File: config.mk
export PLATFORM = sky130hd
export DESIGN_NAME = alu_result_pipe
export DESIGN_NICKNAME = d
export VERILOG_FILES = /design/src/rtl/alu_result_pipe.sv
export SDC_FILE = /design/constraint.sdc
export NUM_CORES = 1
export LEC_CHECK = 0
export BUFFER_PORTS_ARGS = -buffer_cell sky130_fd_sc_hd__buf_2
export CAP_MARGIN = 20
export CORE_MARGIN = 2
export CORE_UTILIZATION = 50
export CTS_CLUSTER_DIAMETER = 200
export DETAILED_ROUTE_END_ITERATION = 8
export HOLD_SLACK_MARGIN = 0.15
export PLACE_DENSITY = 0.9
export SLEW_MARGIN = 40
export SYNTH_ARGS = -nofsm -noshare
export SYNTH_HDL_FRONTEND = slang
export SYNTH_SLANG_ARGS = --single-unit
export TNS_END_PERCENT = 50
File: constraint.sdc
create_clock -name clk -period 2.4 [get_ports clk]
set_input_delay 0.12 -clock clk [delete_from_list [all_inputs] [get_ports clk]]
set_output_delay 0.12 -clock clk [all_outputs]
set_load 0.02 [all_outputs]
File: src/rtl/alu_result_pipe.sv
// Registered ALU result multiplexer: sign-extends the selected op result to N+2 bits, adds status flags,
// and passes it through a valid/ready stage with a 2-entry skid buffer. Define ALU_SAT_EN to clamp to N bits.
module alu_result_pipe #(
  parameter int unsigned N     = 4,
  parameter int unsigned CNT_W = 8
) (
  input  logic             clk,
  input  logic             rst_n,
  input  logic [N-1:0]     in0,
  input  logic [N+1:0]     in1,
  input  logic [N:0]       in2,
  input  logic [N:0]       in3,
  input  logic [N-1:0]     in4,
  input  logic [N-1:0]     in5,
  input  logic [N-1:0]     in6,
  input  logic [N-1:0]     in7,
  input  logic [2:0]       sel,
  input  logic             in_valid,
  output logic             in_ready,
  output logic [N+1:0]     res,
  output logic [2:0]       res_op,
  output logic             res_zero,
  output logic             res_neg,
  output logic             res_sat,
  output logic             out_valid,
  input  logic             out_ready,
  input  logic             cnt_clr,
  output logic [CNT_W-1:0] xfer_cnt
);

  localparam int unsigned OUT_W = N + 2;

  typedef struct packed {
    logic [OUT_W-1:0] val;
    logic [2:0]       op;
    logic             zero;
    logic             neg;
    logic             sat;
  } entry_t;

  typedef enum logic [1:0] {
    S_EMPTY,
    S_ONE,
    S_TWO
  } state_t;

  state_t           state_q, state_d;
  entry_t           or_q, or_d;
  entry_t           sk_q, sk_d;
  logic [CNT_W-1:0] cnt_q, cnt_d;

  logic signed [OUT_W-1:0] ext;
  logic signed [OUT_W-1:0] fin;
  logic                    sat;
  entry_t                  new_e;
  logic                    accept;
  logic                    emit;

`ifdef ALU_SAT_EN
  localparam logic signed [OUT_W-1:0] SAT_MAX = OUT_W'((2 ** (N - 1)) - 1);
  localparam logic signed [OUT_W-1:0] SAT_MIN = ~SAT_MAX;
`endif

  always_comb begin
    ext = '0;
    case (sel)
      3'b000: ext = {{2{in0[N-1]}}, in0};
      3'b001: ext = in1;
      3'b010: ext = {in2[N], in2};
      3'b011: ext = {in3[N], in3};
      3'b100: ext = {{2{in4[N-1]}}, in4};
      3'b101: ext = {{2{in5[N-1]}}, in5};
      3'b110: ext = {{2{in6[N-1]}}, in6};
      3'b111: ext = {{2{in7[N-1]}}, in7};
      default: ext = '0;
    endcase
  end

  always_comb begin
    fin = ext;
    sat = 1'b0;
`ifdef ALU_SAT_EN
    if (ext > SAT_MAX) begin
      fin = SAT_MAX;
      sat = 1'b1;
    end else if (ext < SAT_MIN) begin
      fin = SAT_MIN;
      sat = 1'b1;
    end
`endif
    new_e.val  = fin;
    new_e.op   = sel;
    new_e.zero = (fin == '0);
    new_e.neg  = fin[OUT_W-1];
    new_e.sat  = sat;
  end

  // Handshake signals decode only from the state register, so out_ready never reaches in_ready.
  assign in_ready  = (state_q != S_TWO);
  assign out_valid = (state_q != S_EMPTY);
  assign accept    = in_valid && in_ready;
  assign emit      = out_valid && out_ready;

  always_comb begin
    state_d = state_q;
    or_d    = or_q;
    sk_d    = sk_q;
    case (state_q)
      S_EMPTY: begin
        if (accept) begin
          or_d    = new_e;
          state_d = S_ONE;
        end
      end
      S_ONE: begin
        if (accept && emit) begin
          or_d = new_e;
        end else if (accept) begin
          sk_d    = new_e;
          state_d = S_TWO;
        end else if (emit) begin
          state_d = S_EMPTY;
        end
      end
      S_TWO: begin
        if (emit) begin
          or_d    = sk_q;
          state_d = S_ONE;
        end
      end
      default: state_d = S_EMPTY;
    endcase
  end

  always_comb begin
    cnt_d = cnt_q;
    if (cnt_clr) begin
      cnt_d = '0;
    end else if (emit) begin
      cnt_d = cnt_q + CNT_W'(1);
    end
  end

  always_ff @(posedge clk or negedge rst_n) begin
    if (!rst_n) begin
      state_q <= S_EMPTY;
      or_q    <= '0;
      sk_q    <= '0;
      cnt_q   <= '0;
    end else begin
      state_q <= state_d;
      or_q    <= or_d;
      sk_q    <= sk_d;
      cnt_q   <= cnt_d;
    end
  end

  assign res      = or_q.val;
  assign res_op   = or_q.op;
  assign res_zero = or_q.zero;
  assign res_neg  = or_q.neg;
  assign res_sat  = or_q.sat;
  assign xfer_cnt = cnt_q;

endmodule
# Word level (Yosys, flattened, before mapping)
# Cells that the tools add are included.
word_totals:
  ff_bits: 33
  latchBits: 0
  ram_bits: 0
  rom_bits: 0
  word_cells: 53
  mem_count: 0
op_classes:
  addsub: 1
  n_mul: 0
  div_mod_pow: 0
  n_lt_le_gt_ge: 0
  n_eq_ne: 15
  shifts: 0
  mux: 13
  bitwise_logic: 1
  reduce_logical: 12
op_table:
  columns: ["operator", "n"]
  rows:
  - ["$pmux 6 s8", 1]
  - ["$mux 12", 3]
  - ["$pmux 12 s3", 1]
  - ["$mux 8", 2]
  - ["$eq 3x3->1 const B", 4]
  - ["$mux 2", 5]
  - ["$ne 2x2->1 const B", 5]
  - ["$add 8x1->8 const B", 1]
  - ["$reduce_and 4->1", 2]
  - ["$eq 3x2->1 const B", 2]
  - ["$logic_not 6->1", 1]
  - ["$pmux 2 s3", 1]
  - ["$reduce_bool 2->1", 2]
  - ["$eq 3x1->1 const B", 1]
  - ["$logic_and 1x1->1", 3]
  - ["$logic_not 3->1", 1]
  - ["$ne 3x3->1 const B", 1]
  - ["$reduce_and 3->1", 1]
  - ["$reduce_bool 3->1", 1]
  - ["$eq 2x1->1 const B", 1]
  - ["$eq 2x2->1 const B", 1]
  - ["$logic_not 2->1", 1]
  - ["$not 1->1", 1]

# Longest topological paths before layout
depth:
  ltp_word: 6
  mapped_depth: 7
  depth_no_buf: 5

# Least setup slack after synthesis
# Ideal clock, no wire load.
synth_path:
  kind: "reg-to-reg"
  startpoint: "reg state_q[1]"
  endpoint: "reg or_q, in the netlist res[3]"
  setup_ns: 0.125
  t_arrival_ns: 1.363
  required_time_ns: 2.275
  setup_slack_ns: 0.912
  path_stages_with_launch: 6
  n_path_buf: 1
  synth_period_minus_slack_ns: 1.488
  path_cell_list: "dfrtp_1 > nor2b_1 > inv_1 > clkbuf_1 > a21oi_1 > mux2_2"
synth_via:
  elab_chain_cells: 5
  elab_cells_between_ends: 14
  classes_between: "6 x eq/ne; 1 x mux; 7 x reduce/logical"
synth_rtl:
  columns: ["item", "line_no", "text"]
  rows:
  - ["start, declared", "47", "state_t state_q, state_d;"]
  - ["start signal, assigned", "151", "state_q <= state_d;"]
  - ["$ne 2x2->1 (*)", "99", "assign in_ready = (state_q != S_TWO);"]
  - ["via in_ready", "19", "output logic in_ready,"]
  - ["$logic_and 1x1->1 (*)", "101", "assign accept = in_valid && in_ready;"]
  - ["$logic_and 1x1->1", "116", "if (accept && emit) begin"]
  - ["$ne 2x2->1 (no source line)", null, null]
  - ["$reduce_and 4->1 (no source line) (*)", null, null]
  - ["end signal, assigned", "152", "or_q <= or_d;"]
  - ["end, declared", "48", "entry_t or_q, or_d;"]
# The timed path passes the listed nets; every way through them passes the cells marked *.
# A chain may end at the register's enable or synchronous reset.

# Final worst setup path
layout_path:
  startpoint: "reg state_q[1]"
  endpoint: "reg or_q, in the netlist res[3]"
layout_via:
  elab_chain_cells: 5
  elab_cells_between_ends: 14
  classes_between: "6 x eq/ne; 1 x mux; 7 x reduce/logical"
layout_rtl:
  columns: ["item", "line_no"]
  rows:
  - ["$ne 2x2->1 / $reduce_bool 2->1 (equally long branches)", "99, 100"]
  - ["$logic_and 1x1->1, on equally long branches", "101, 102"]
  - ["$logic_and 1x1->1", "116"]
  - ["$ne 2x2->1 (no source line)", null]
  - ["$reduce_and 4->1 (no source line)", null]
# Several ways; a longest one is shown, not always the timed one.

==> results.md <==
- Number of synthesized flops with an enable pin: 0
- Critical Path RT: 2.62 ns
- ANT cells: 0
- Final Skew: 0.00559 ns
- Worst-path fanout max: 17
- Leakage power: 1.07 nW
- WS Path Type: register to register
- Worst-Margin Slew: 0.665 ns
- Final WL: 3.76 mm
- RSZ-0062 raised after global routing: no
- RD Place Congestion: 0.793
- Comb pwr share: 31.7%
- Seq/Total Area, Yosys: 42.7%
- Routed Antenna Nets: 0
- Yosys warns: 0
- Total Power: 0.00158 W
- Async set-or-reset flop fraction in the synthesized netlist: 100%
- DRC: 0
- Hold Fails Final Rpt: 0
- Initial Util: 52.3%
- Clock sink count: 30
- Post-CTS setup repair buffer count: 0
- Fin crit period: 1.69 ns
- Cell-internal power: 0.00104 W
- CTS Hold Bufs: 6
- Clock Latency Late Sink: 0.33 ns
- Syn_nets: 242
- Worst-path cell chain: nor2b_1 -> nand2_1 -> nand2_1 -> mux2_2
- Core Footprint: 3360 sq um
- Clock power share: 23.3%
- Crit path buffers/inverters: 0
- I/O pin total: 66
- Setup violators final: 0
- Period utilisation layout: 70.4%
- Slew Limit Fails: 0
- Vias in the first global route: 1,496
- Clock root buffer: clkbuf_4
- CP endpoint kind: register
- Total negative slack: 0 ns
- Pwr Density: 720 nW/um^2
- TritonCTS clock tree: yes
- Gr usage total: 20.4%
- Top_reg_cell synth: dfrtp_1
- Slew headroom: 55.7%
- WL/cell: 12.1 um
- Fin nets: 308
- Yosys reg bits: 30
- Sw frac: 34.0%
- WP data arrival: 1.91 ns
- Hold WC Path Type: input port to register
- Clock Tree Buf Depth: 2
- Largest net degree at the start of global routing: 31
- Non-filler cells, final: 310
- Drt pass-1 iters: 4
- Resized cells post-CTS: 0
- Post-DP HPWL: 2.85 mm
- Cells after synthesis: 197
- Starting DRT DRC Count: 65
- Die area: 4010 sq um
- Kind of cell adding the most delay to the critical path: simple AND/OR/NAND/NOR gates
- Most frequent cells in the layout: 64 x buf_2, 32 x nand2_1, 30 x dfrtp_1, 19 x nor2_1, 13 x o21ai_0
- Critical path's most frequent cell: nand2_1
- Most common cell after layout, fill and taps aside: buf_2
- Yosys cell types: 44
- Crit start category: register
- Die height: 63.3 um
- Die W: 63.3 um
- Cts bufs inserted: 5
- Initial antenna violation count: 0
- First-pass GRT wire length: 6.44 mm
- Reg clk slew, reported paths: 0.09 ns
- Sw Pwr: 0.000538 W
- Via count: 1,629
- Placed insts: 296
- Crit-path max cell delay: 0.44 ns
- Peak supply drop: 285 uV
- Number of vias per cell: 5.25
- Cell Rows: 21
- Power share of the sequential group: 45.0%
- Share of cells above drive strength 1: 31.1%
- Area of the mapped netlist: 1760 sq um
- PortBufs: 64
- H-tree Lvls: 2
- Area delta synth->final: 24.9%
- CP max-delay cell: dfrtp_1
- FILL cells: 307
- Max Cap Viol: 0
- FMAX: 0.592 GHz
- Syn avg cell area: 8.92 sq um
- GR Overflow Total: 0
- Status: finished clean
-- per-layer routing --
layer / vias up / GRT usage [%] / wire length (um) / part of all wire, %
li1: 828 / - / - / -
met3: 2 / 6.07 / 284 / 7.6
met4: 0 / 7.61 / 23 / 0.61
met5: - / 0 / 0 / 0
met2: 59 / 33.6 / 1760 / 47
met1: 740 / 25.4 / 1690 / 45
-- synthesized netlist by cell type (all sizes together) (2+ instances only) --
library cell  count  area share (%)
buf               8             4.3
a21oi            11             3.1
o211ai            3             1.3
a211oi            2            0.85
or2b              2            0.85
clkbuf            5             1.1
nor2             20             4.4
nand2b            5             1.8
inv               5             1.1
a31oi             3             1.1
dfrtp            30              43
mux2              4             2.6
or3               3             1.1
a21boi            2            0.85
nor2b             2            0.71
nand2            32             6.8
xor2              4             2.0
o32ai             2             1.4
o22ai             5             1.8
o21a              3             1.3
o21ai            14             4.0
nor3              4             1.1
nand4             3             1.1
mux2i            10             5.7
-- power by group through the flow --
stage                     Sequential, W  Combinational, W  Clock [W]
after detailed placement       0.000722          0.000500          0
after global routing           0.000729          0.000557   0.000413
after global placement         0.000715          0.000488          0
final                          0.000712          0.000502   0.000368
after floorplan                0.000787          0.000271          0
after CTS                      0.000713          0.000508   0.000376
-- worst reg2reg max path, stage by stage (launching register included) --
cell and delay [ns]:
dfrtp_1 0.44, nor2b_1 0.22, nand2_1 0.10, nand2_1 0.42
mux2_2 0.40
-- flip-flops by register name, summed over array words and instances (netlist names) --
register  cells
sk_q         10
res_op        3
res_zero      1
res_neg       1
res           5
state_q       2
xfer_cnt      8
-- through the flow --
stage	setup slack [ns]	area, sq um	util (%)	hold slack [ns]
3_3_place_gp	0.772	2060	61.2	0.189
3_5_place_dp	0.715	2060	61.2	0.186
5_1_grt	0.571	2200	65.3	0.197
6_report	0.711	2200	65.3	0.181
2_1_floorplan	0.912	1760	-	-0.176
4_1_cts	0.701	2200	65.3	0.163
-- final cells by class --
| type | instances | area [sq um] | area share [%] |
|---|---|---|---|
| Sequential cell | 30 | 751 | 34.2 |
| Clock buffer | 8 | 78.8 | 3.59 |
| Tap cell | 46 | 57.6 | 2.62 |
| Multi-Input combinational cell | 149 | 895 | 40.7 |
| Timing Repair Buffer | 72 | 395 | 18.0 |
| Inverter | 5 | 18.8 | 0.855 |
-- path summary, 6_finish.rpt --
check	start	endpoint	slack, ns	cells after the start
max	state_q[1]$_DFFE_PN0P_	res[3]$_DFFE_PN0P_	0.71	4
max in group asynchronous	rst_n	res_op[1]$_DFFE_PN0P_	1.62	2
min in group asynchronous	rst_n	res_op[0]$_DFFE_PN0P_	0.35	2
min	sel[1]	res_op[1]$_DFFE_PN0P_	0.18	3
max reg2reg	state_q[1]$_DFFE_PN0P_	res[3]$_DFFE_PN0P_	0.71	4
min reg2reg	sk_q[7]$_DFFE_PN0P_	sk_q[7]$_DFFE_PN0P_	0.49	2
-- cells by family after synthesis --
kind of cell,Yosys count,share of synthesized area [%]
compound gates,50,18.6
flops,30,42.7
buf+inv,18,6.41
xor+xnor,5,2.49
other cells,1,0.213
simple gates,78,20.6
mux,14,8.26
fa+ha+maj,1,0.712
No activity file was read; power rests on OpenSTA's default activity.
